### src/rtl/interval_counter_pkg.sv
// Shared definitions for the interval counter: mode codes, state encodings, mode decode.
// Latency: n/a (types and a pure function only).
// Backpressure: n/a.
package interval_counter_pkg;

  typedef enum logic [1:0] {
    MODE_FREE    = 2'b00,
    MODE_ONESHOT = 2'b01,
    MODE_LEGACY  = 2'b10
  } mode_e;

  typedef enum logic [1:0] {
    ST_IDLE = 2'b00,
    ST_RUN  = 2'b01,
    ST_DONE = 2'b10
  } state_e;

  // The spare code 2'b11 behaves as free-run.
  function automatic mode_e decode_mode(input logic [1:0] m);
    case (m)
      2'b01:   return MODE_ONESHOT;
      2'b10:   return MODE_LEGACY;
      default: return MODE_FREE;
    endcase
  endfunction

endpackage

### src/rtl/interval_counter_tick_prescaler.sv
// Divides count-enable cycles by PRESC into a single-cycle prescaled tick.
// Latency: presc_tick is combinational on en and the registered phase counter.
// Backpressure: none; the phase advances only while en=1, sclr restarts the phase.
//  Ports: clk, clr (async active-high), en (advance), sclr (sync phase clear),
//         presc_tick (high on the en cycle where the phase reaches PRESC-1).
module interval_counter_tick_prescaler #(
  parameter int PRESC = 1
) (
  input  logic clk,
  input  logic clr,
  input  logic en,
  input  logic sclr,
  output logic presc_tick
);

  localparam int CW = (PRESC > 1) ? $clog2(PRESC) : 1;
  localparam logic [CW-1:0] LAST = CW'(PRESC - 1);

  logic [CW-1:0] phase;

  // With PRESC=1 the phase is pinned at 0 == LAST, so every en cycle ticks.
  always_ff @(posedge clk or posedge clr) begin
    if (clr) begin
      phase <= '0;
    end else if (sclr) begin
      phase <= '0;
    end else if (en) begin
      phase <= (phase == LAST) ? '0 : phase + 1'b1;
    end
  end

  assign presc_tick = en && (phase == LAST);

endmodule

### src/rtl/interval_counter.sv
// Programmable terminal-count interval counter with free-run, one-shot and legacy modes.
// Latency: q/cy/tc/done/running/wrap_cnt all registered; cy lags q by one cycle.
// Backpressure: none; en gates counting, edge priority is ld > stop > start > tick.
//  Ports: clk, clr (async active-high); d/ld load; en; max_in/max_ld terminal count;
//         mode/start/stop control; q, cy, tc, done, running, wrap_cnt status.
module interval_counter
  import interval_counter_pkg::*;
#(
  parameter int WIDTH  = 16,
  parameter int MAX    = 50000,
  parameter int PRESC  = 1,
  parameter int WRAP_W = 8
) (
  input  logic              clk,
  input  logic              clr,
  input  logic [WIDTH-1:0]  d,
  input  logic              ld,
  input  logic              en,
  input  logic [WIDTH-1:0]  max_in,
  input  logic              max_ld,
  input  logic [1:0]        mode,
  input  logic              start,
  input  logic              stop,
  output logic [WIDTH-1:0]  q,
  output logic              cy,
  output logic              tc,
  output logic              done,
  output logic              running,
  output logic [WRAP_W-1:0] wrap_cnt
);

  localparam logic [WIDTH-1:0] MAX_INIT = WIDTH'(MAX);

  state_e             state, state_nxt;
  mode_e              mode_r;
  logic [WIDTH-1:0]   cnt;
  logic [WIDTH-1:0]   max_r;
  logic [WRAP_W-1:0]  wrap_r;
  logic               cy_r, tc_r;
  logic               presc_tick, tick;
  logic               act_start, run_tick, term, hit;

  // stop overrides start, so a start that loses to stop has no side effects.
  assign act_start = start & ~stop;

  interval_counter_tick_prescaler #(
    .PRESC (PRESC)
  ) u_tick_prescaler (
    .clk        (clk),
    .clr        (clr),
    .en         (en),
    .sclr       (ld | act_start),
    .presc_tick (presc_tick)
  );

  assign tick     = en & presc_tick;
  // A tick only counts in RUN and when no higher-priority control owns the edge.
  assign run_tick = tick & (state == ST_RUN) & ~ld & ~stop & ~start;
  assign term     = (cnt >= max_r);
  assign hit      = run_tick & (mode_r != MODE_LEGACY) & term;

  always_ff @(posedge clk or posedge clr) begin
    if (clr) begin
      state <= ST_IDLE;
    end else begin
      state <= state_nxt;
    end
  end

  always_comb begin
    state_nxt = state;
    if (stop) begin
      state_nxt = ST_IDLE;
    end else if (start) begin
      state_nxt = ST_RUN;
    end else if (hit && (mode_r == MODE_ONESHOT)) begin
      state_nxt = ST_DONE;
    end
  end

  always_ff @(posedge clk or posedge clr) begin
    if (clr) begin
      cnt <= '0;
    end else if (ld) begin
      cnt <= d;
    end else if (stop) begin
      cnt <= cnt;
    end else if (start) begin
      cnt <= '0;
    end else if (run_tick) begin
      if (mode_r == MODE_LEGACY) begin
        cnt <= cnt + 1'b1;
      end else if (term) begin
        // One-shot parks on the terminal value; free-run wraps to zero.
        cnt <= (mode_r == MODE_FREE) ? '0 : cnt;
      end else begin
        cnt <= cnt + 1'b1;
      end
    end
  end

  always_ff @(posedge clk or posedge clr) begin
    if (clr) begin
      max_r  <= MAX_INIT;
      mode_r <= MODE_FREE;
      wrap_r <= '0;
      cy_r   <= 1'b0;
      tc_r   <= 1'b0;
    end else begin
      if (max_ld) begin
        max_r <= max_in;
      end
      if (act_start) begin
        mode_r <= decode_mode(mode);
      end
      if (act_start) begin
        wrap_r <= '0;
      end else if (hit && (wrap_r != {WRAP_W{1'b1}})) begin
        wrap_r <= wrap_r + 1'b1;
      end
      cy_r <= term;
      tc_r <= hit;
    end
  end

  assign q        = cnt;
  assign cy       = cy_r;
  assign tc       = tc_r;
  assign done     = (state == ST_DONE);
  assign running  = (state == ST_RUN);
  assign wrap_cnt = wrap_r;

endmodule
### config.mk
export PLATFORM = sky130hd
export DESIGN_NAME = interval_counter
export DESIGN_NICKNAME = d
export VERILOG_FILES = /design/src/rtl/interval_counter_pkg.sv /design/src/rtl/interval_counter_tick_prescaler.sv /design/src/rtl/interval_counter.sv
export SDC_FILE = /design/constraint.sdc
export NUM_CORES = 1
export LEC_CHECK = 0
export CORE_MARGIN = 1.5
export CORE_UTILIZATION = 49
export DETAILED_ROUTE_END_ITERATION = 8
export PLACE_DENSITY = 0.77
export SETUP_SLACK_MARGIN = 0.4
export SKIP_LAST_GASP = 1
export SLEW_MARGIN = 0
export SYNTH_ARGS = -nofsm -noshare
export SYNTH_HDL_FRONTEND = slang
export SYNTH_HIERARCHICAL = 1
export SYNTH_SLANG_ARGS = --single-unit
### constraint.sdc
create_clock -name clk -period 3.2 [get_ports clk]
set_input_delay 0.64 -clock clk [delete_from_list [all_inputs] [get_ports clk]]
set_output_delay 0.64 -clock clk [all_outputs]
set_load 0.05 [all_outputs]
==> results.md <==
- Outcome: finished clean
- Top Ports: 69
- Starting Density: 51.8%
- Synthesized Nets: approximately 360
- Worst R2R Path Depth: 9
- DRT Pass-1 Iters: 4
- Hold Fails Final Rpt: 0
- Die W: 77.2 um
- CP Max Fanout: 30
- Setup bufs post-CTS: 0
- Gr ovfl total: 0
- Max-slew violation count: 0
- Nets: 428
- Via Count: 2429
- Final setup TNS: 0 ns
- Die Y: 77.2 um
- CTS Buffer Depth: 2
- Avg Inst Size Synth: 8.92 um2
- FMAX: 0.370 GHz
- Core area: about 0.0052 mm2
- H-tree depth: 2
- Post_cts resized: 0
- Share of layout cells above drive strength 1: 8.11%
- PnR worst setup slack: slightly below 0.5 ns
- RSZ-0062 raised after global routing: no
- CTS tree: built
- Startpoint types: flip-flop
- Leak pwr: 1.54 nW
- Max-slew headroom: 60.0%
- Crit path DAT: approximately 2.9 ns
- CTS root buffer: clkbuf_8
- Power density cells: 439 mW/mm2
- Post-route cell area: 0.00353 mm2
- Syn Std Cell Area: 0.00270 mm2
- CTS Hold Bufs: 0
- Most common cell after layout, fill and taps aside: clkdlybuf4s50_1
- Final worst-path cycle share: around 85%
- DRT iter0 DRCs: between 150 and 200
- Critical path capture point type: flip-flop
- Min Tclk post-route: 2.71 ns
- Gr usage total: a little over a fifth
- Clock Skews: 0.0111 ns
- CTS buffer count: 5
- Placed Cells: about 430
- Post-DP HPWL: around 4.6 mm
- Number of global-route vias before repair: 2251
- Setup-failing EPs final: 0
- Num rows: 26
- Post-DR vias/cell: ~5.5
- Post-Synthesis Cells: 302
- Antenna diodes: 0
- Initial antenna violation count: 0
- Peak supply drop: 0.000332 V
- Warnings from Yosys: 6
- Die Area: 0.00595 mm2
- DRT antenna net count: 0
- Clock latency on the worst-skew pair: between 0.2 and 0.3 ns
- Worst path max stage delay: between 0.4 and 0.5 ns
- Max cap viols: 0
- Fill cell count: 418
- Worst Hold Class: flip-flop to flip-flop
- Placer Congestion: 0.836
- IO buf count: 68
- Clk slew on worst S/H paths: 0.08 ns
- Setup WS pre-CTS: 0.528 ns
- CP cell instances: inv_1 > ha_1 > nand2b_1 > a2111oi_2 > o21a_1 > o21ai_4 > a31o_2 > a21o_1 > a22o_1
- Final wirelength: 6.19 mm
- Worst EP required: 3.37 ns
- Placed cell areas: approximately 0.0034 mm2
- First-pass GRT wire length: about 10 mm
- Crit Path Category: flip-flop to flip-flop
- Pin count of the biggest net entering global routing: 47
- Clk sinks: 46
- Routed wire per std cell: approximately 14 um
- Drt drc: 0
- Syn-to-layout area delta: 31.1%
- Power Total: ~0.0016 W
- Crit-path slowest cell: a31o_2
- Worst-margin pin slew: 0.600 ns
- Most frequent cells in the layout: clkdlybuf4s50_1, dfrtp_1, inv_1
- Non-filler cells in the finished layout: 440
- Hold depth: 2
[flip-flops by register name (all words and copies together), names as in the netlist]
name,cells
cy,1
max_r,16
mode_r,2
q,16
state,2
tc,1
wrap_cnt,8
[cell type report]
type / count / area [um2] / area share [%]
clock inverter: 1 / 5.00 / 0.142
tap: 70 / 87.6 / 2.48
clock buffer: 7 / 86.3 / 2.44
inverter: 33 / 124 / 3.51
timing repair buffer: 72 / 711 / 20.1
multi-input combinational: 211 / 1360 / 38.5
sequential: 46 / 1160 / 32.8
[power breakdown]
group / total, W / switching, W / internal, W
combinational: 0.000494 / 0.000295 / 0.000198
sequential: 0.000696 / 0.0000582 / 0.000638
clock: 0.000363 / 0.000188 / 0.000175
[routing by layer]
layer  part of all wire, %  global-route usage, %  wire length (um)  vias up
met5                     0                      0                 0        -
met4                   1.5                   6.73                91        0
met3                   5.1                   3.69               317        8
met2                    45                   33.9              2810       75
met1                    48                   30.6              2960     1138
li1                      -                      -                 -     1208
[critical path, delay by kind of cell, from the launching register on]
kind                     cells  cell delay (ns)
AO/OA/AOI/OAI                6             1.60
adder cells (fa/ha/maj)      1             0.29
buffers and inverters        1             0.10
flip-flops                   1             0.43
AND/OR/NAND/NOR              1             0.15
[worst paths after layout]
kind / to / from / slack (ns)
min in group asynchronous: max_r[2] / clr / 0.81
max in group asynchronous: q[15] / clr / 1.99
worst min-delay path: max_r[6] / max_r[6] / 0.50
worst max register to register: q[15] / q[0] / 0.49
worst max-delay path: q[15] / q[0] / 0.49
worst min register to register: max_r[6] / max_r[6] / 0.50
[through the flow]
step,hold WS [ns],utilization (%)
CTS,0.505,67.9
floorplan,0.463,-
detailed placement,0.489,66.1
global route,0.535,67.9
finish,0.500,67.9
global placement,0.484,66.1
(Power assumes the default switching activity.)
